==> src/rtl/config_loader.sv <==
// Serial configuration loader: streams host words LSB-first into a programming chain.
// Define CFG_READBACK_EN to add capture of the old chain contents on rb_data/rb_valid.
module config_loader #(
  parameter int CHAIN_LEN = 40,
  parameter int DATA_W    = 8
) (
  input  logic              prog_clk,
  input  logic              prog_rst,
  input  logic              start,
  input  logic [DATA_W-1:0] in_data,
  input  logic              in_valid,
  output logic              in_ready,
  output logic              chain_out,
  output logic              chain_en,
  input  logic              chain_tail,
  output logic              busy,
  output logic              done,
`ifdef CFG_READBACK_EN
  output logic [DATA_W-1:0] rb_data,
  output logic              rb_valid,
`endif
  output logic [1:0]        state_dbg
);

  // Handshake: a word moves on a rising edge where in_valid && in_ready are both
  // high; in_ready is high only in FETCH, and in_valid may drop at any time.

  typedef enum logic [1:0] {
    IDLE  = 2'd0,
    FETCH = 2'd1,
    SHIFT = 2'd2,
    DONE  = 2'd3
  } state_t;

  localparam int              WB_W = $clog2(DATA_W + 1);
  localparam logic [15:0]     LEN  = 16'(CHAIN_LEN);
  localparam logic [WB_W-1:0] DW   = WB_W'(DATA_W);

  state_t            state;
  logic [DATA_W-1:0] shift_reg;
  logic [15:0]       bit_cnt;
  logic [WB_W-1:0]   wbit;

  assign state_dbg = state;

  // bit_cnt and wbit count the bit currently on chain_out, so the exit test
  // in SHIFT happens while the last bit of a word or of the chain is on the wire.
  always_ff @(posedge prog_clk or posedge prog_rst) begin
    if (prog_rst) begin
      state     <= IDLE;
      shift_reg <= '0;
      bit_cnt   <= '0;
      wbit      <= '0;
      in_ready  <= 1'b0;
      chain_out <= 1'b0;
      chain_en  <= 1'b0;
      busy      <= 1'b0;
      done      <= 1'b0;
    end else begin
      case (state)
        IDLE, DONE: begin
          if (start) begin
            bit_cnt  <= '0;
            done     <= 1'b0;
            busy     <= 1'b1;
            in_ready <= 1'b1;
            state    <= FETCH;
          end
        end
        FETCH: begin
          if (in_valid) begin
            shift_reg <= in_data >> 1;
            chain_out <= in_data[0];
            chain_en  <= 1'b1;
            bit_cnt   <= bit_cnt + 16'd1;
            wbit      <= WB_W'(1);
            in_ready  <= 1'b0;
            state     <= SHIFT;
          end
        end
        SHIFT: begin
          if (bit_cnt == LEN) begin
            chain_en  <= 1'b0;
            chain_out <= 1'b0;
            busy      <= 1'b0;
            done      <= 1'b1;
            state     <= DONE;
          end else if (wbit == DW) begin
            chain_en  <= 1'b0;
            chain_out <= 1'b0;
            in_ready  <= 1'b1;
            state     <= FETCH;
          end else begin
            chain_out <= shift_reg[0];
            shift_reg <= shift_reg >> 1;
            bit_cnt   <= bit_cnt + 16'd1;
            wbit      <= wbit + WB_W'(1);
          end
        end
        default: state <= IDLE;
      endcase
    end
  end

`ifdef CFG_READBACK_EN
  logic [DATA_W-1:0] rb_shift;
  logic [DATA_W-1:0] rb_next;

  // Tail bits enter at the MSB so the first bit read back ends up in bit 0;
  // a short final word is shifted down to stay LSB-aligned with zero fill.
  assign rb_next = {chain_tail, rb_shift[DATA_W-1:1]};

  always_ff @(posedge prog_clk or posedge prog_rst) begin
    if (prog_rst) begin
      rb_shift <= '0;
      rb_data  <= '0;
      rb_valid <= 1'b0;
    end else begin
      rb_valid <= 1'b0;
      if (chain_en) begin
        if (wbit == DW || bit_cnt == LEN) begin
          rb_data  <= rb_next >> (DW - wbit);
          rb_valid <= 1'b1;
          rb_shift <= '0;
        end else begin
          rb_shift <= rb_next;
        end
      end
    end
  end
`else
  logic unused_tail;
  assign unused_tail = chain_tail;
`endif

endmodule

==> config.mk <==
export PLATFORM = sky130hd
export DESIGN_NAME = config_loader
export DESIGN_NICKNAME = d
export VERILOG_FILES = /design/src/rtl/config_loader.sv
export SDC_FILE = /design/constraint.sdc
export NUM_CORES = 1
export LEC_CHECK = 0
export CAP_MARGIN = 20
export CELL_PAD_IN_SITES_DETAIL_PLACEMENT = 0
export CELL_PAD_IN_SITES_GLOBAL_PLACEMENT = 2
export CORE_UTILIZATION = 31
export DETAILED_ROUTE_END_ITERATION = 10
export GPL_TIMING_DRIVEN = 0
export PLACE_DENSITY = 0.82
export SLEW_MARGIN = 40
export SYNTH_ARGS = -nofsm -noshare
export SYNTH_HDL_FRONTEND = slang
export SYNTH_SLANG_ARGS = --single-unit
==> constraint.sdc <==
create_clock -name prog_clk -period 1.8 [get_ports prog_clk]
set_clock_uncertainty 0.05 [all_clocks]
set_input_delay 0.18 -clock prog_clk [delete_from_list [all_inputs] [get_ports prog_clk]]
set_output_delay 0.18 -clock prog_clk [all_outputs]
set_load 0.02 [all_outputs]
==> results.json <==
{
  "status": "finished, violations left",
  "violations": "negative setup slack",
  "p_clk_frac": 0.158,
  "num_io_pins": 20,
  "antenna-diode-count": 0,
  "synth_mux_area_frac": 0.0106,
  "first_pass_iters": 4,
  "total_power_mw": 4.57,
  "final-hold-violation-count": 0,
  "ys_ff_latch": 34,
  "combPwrFrac": 0.603,
  "drv_cap": 0,
  "placed_cells": 301,
  "grt_pass1_wl_microns": 8850,
  "layout-drive-gt1-share": 0.396,
  "leakagePower_nw": 1.11,
  "largest_register_ffs": 16,
  "grt_overflow": 0,
  "synth_top_family_by_area": "compound AO/OA/AOI/OAI gates",
  "power_density_mw_per_mm2": 1620,
  "clk_latency_ns": 0.30,
  "num_vias": 1834,
  "syn_inst": 207,
  "die_w_microns": 80.1,
  "via_per_inst": 5.56,
  "cts_sinks": 34,
  "rsz0062_at_grt": "yes",
  "fin_crit_ns": 1.91,
  "reg2regPathDepth": 9,
  "synth-simple-area-share": 0.184,
  "tightest_slew_ns": 0.554,
  "r2r_end": "in_ready$_DFFE_PP0P_",
  "area_growth_pct": 49.4,
  "ant_nets": 0,
  "wire_per_inst_microns": 16.1,
  "cp.arrival_ns": 2.06,
  "initial_core_util": 0.321,
  "die_y_microns": 80.1,
  "seq_power_share": 0.240,
  "die-area_sq_mm": 0.00642,
  "fin_nets": 273,
  "numPortBuffers": 18,
  "netlist_area_sq_mm": 0.00189,
  "worst_setup_path_end_kind": "flip-flop",
  "synth-compound-area-share": 0.267,
  "avgSynthCellArea_sq_um": 9.13,
  "clockRootBuffer": "clkbuf_8",
  "synth_cell_type_count": 42,
  "rows": 28,
  "synth_xor_area_frac": 0,
  "setup_viol": 15,
  "internal_power_mw": 2.59,
  "tritoncts": "built",
  "fin_util": 0.480,
  "cts.reportedPaths.clkPinSlew_ns": 0.09,
  "htreeDepth": 2,
  "grt_max_degree": 23,
  "cp.required_ns": 1.95,
  "grt_antenna_before_repair": 0,
  "vdd.ir_drop.worst_uv": 841,
  "p_sw_frac": 0.434,
  "dpl.hpwl_microns": 3250,
  "hp-class": "in -> async",
  "r2r_start": "bit_cnt[6]$_DFFE_PP0P_",
  "drv_slew": 0,
  "instances_no_fill": 330,
  "yosysSeqAreaShare": 0.450,
  "path_class": "reg -> reg",
  "drt_iter0_drc": 99,
  "dp_worst_setup_slack_ns": -0.337,
  "fin_ws_ns": -0.112,
  "drc": 0,
  "grt_pass1_vias": 1757,
  "cts_buffers": 5,
  "slew_headroom": 0.631,
  "coreArea_sq_mm": 0.00589,
  "synth_nets": 226,
  "yosys_warnings": 0,
  "fin_crit_sh": 1.06,
  "track_usage": 0.179,
  "routabilityCongestion": 0.752,
  "path_max_fanout": 6,
  "clock.fmax_mhz": 523,
  "rrSetupSlack_ns": -0.11,
  "totalWireLength_microns": 5310,
  "clk_path_buf_depth": 2,
  "synthAdderAreaFrac": 0.0397,
  "p_sw_mw": 1.98,
  "critPathLaunchType": "flip-flop"
}
-- power groups by stage --
stage | Combinational [mW] | Sequential (mW) | Clock (mW)
final | 2.76 | 1.10 | 0.722
after global routing | 3.01 | 1.12 | 0.760
after CTS | 2.25 | 1.07 | 0.729
after detailed placement | 1.76 | 1.10 | 0
after global placement | 1.76 | 1.10 | 0
after floorplan | 1.23 | 1.12 | 0
-- cell usage after synthesis, drive strengths merged --
cell     count  area [sq um]
dfrtp       34           851
o21ai       28           151
nand2       15          56.3
nor2        13          56.3
o22ai       13          81.3
a21oi       12          63.8
o31ai       12          90.1
inv         10          37.5
nand3        9          45.0
a31oi        8          50.1
buf          6          35.0
ha           6          75.1
nor3         6          35.0
clkbuf       4          15.0
nand4        4          25.0
a22oi        2          15.0
a41oi        2          17.5
and2         2          15.0
and3         2          12.5
mux2i        2          20.0
nand2b       2          12.5
nor2b        2          12.5
o41ai        2          17.5
a32o         1          10.0
and3b        1          8.76
and4bb       1          12.5
clkinv       1          3.75
nand3b       1          7.51
nand4b       1          8.76
nor3b        1          12.5
nor4         1          6.26
nor4b        1          15.0
o2bb2ai      1          8.76
or2          1          6.26
-- what timing repair did --
item                       in CTS  in global routing
hold buffers                    0                  0
gates resized for setup        32                 74
pin swaps                       6                 23
cloned                          1                  1
buffers inserted               13                  7
setup endpoints to repair      32                 32
-- placed cells by master (no fill, tap or decap), types with 7 or more instances in the layout --
| cell | count |
|---|---|
| nand2_1 | 14 |
| o31ai_1 | 7 |
| nand3_1 | 7 |
| dfrtp_1 | 26 |
| o21ai_2 | 14 |
| buf_6 | 11 |
| a21oi_1 | 10 |
| o22ai_1 | 12 |
| nor2_1 | 10 |
| clkdlybuf4s50_1 | 18 |
| a31oi_1 | 8 |
| buf_4 | 15 |
| dfrtp_2 | 8 |
-- how the worst max path moves through the flow --
stage,from,endpoint,slack [ns]
2_1_floorplan,state_dbg[0]$_DFFE_PP0P_,bit_cnt[11]$_DFFE_PP0P_,0.003
3_3_place_gp,state_dbg[0]$_DFFE_PP0P_,bit_cnt[2]$_DFFE_PP0P_,-0.33
3_5_place_dp,state_dbg[0]$_DFFE_PP0P_,bit_cnt[2]$_DFFE_PP0P_,-0.34
4_1_cts,bit_cnt[1]$_DFFE_PP0P_,state_dbg[0]$_DFFE_PP0P_,-0.07
5_1_grt,bit_cnt[1]$_DFFE_PP0P_,in_ready$_DFFE_PP0P_,-0.22
6_report,bit_cnt[6]$_DFFE_PP0P_,in_ready$_DFFE_PP0P_,-0.11
-- metrics by stage --
stage / hold WS [ns] / TNS, ns / cell area [sq um]
3_5_place_dp: 0.426 / -6.69 / 2210
3_3_place_gp: 0.409 / -10.09 / 2190
5_1_grt: 0.250 / -3.65 / 2830
2_1_floorplan: 0.271 / 0 / 1920
6_report: 0.165 / -0.511 / 2830
4_1_cts: 0.201 / -0.697 / 2530
-- layer usage --
metal,GRT usage,part of all wire
met5,0,0
met4,0.0500,0.012
met1,0.258,0.49
met3,0.0341,0.023
met2,0.271,0.47
-- final cells by class --
class,count,area (sq um)
Sequential cell,34,861
Clock buffer,7,76.3
Buffer,9,76.3
Clock inverter,1,30.0
Inverter,11,46.3
Tap cell,75,93.8
Multi-Input combinational cell,152,1250
Timing Repair Buffer,41,387
Fill cell,556,3060
-- worst max-delay path: stages, from the launching register on --
cell and delay, ns:
dfrtp_1 0.46, nor4b_2 0.30, nand4_1 0.17, buf_4 0.19
buf_6 0.13, buf_4 0.13, buf_6 0.12, a21oi_4 0.13
o31ai_2 0.07, o31ai_1 0.07
-- cells by family (layout without fill, tap and decap cells) --
family / after synthesis / count (layout)
buffers and inverters: 21 / 69
muxes: 2 / 2
AOI/OAI and AO/OA: 81 / 81
and+or+nand+nor: 63 / 63
adders and majority gates: 6 / 6
DFF: 34 / 34
(Power assumes the default switching activity.)
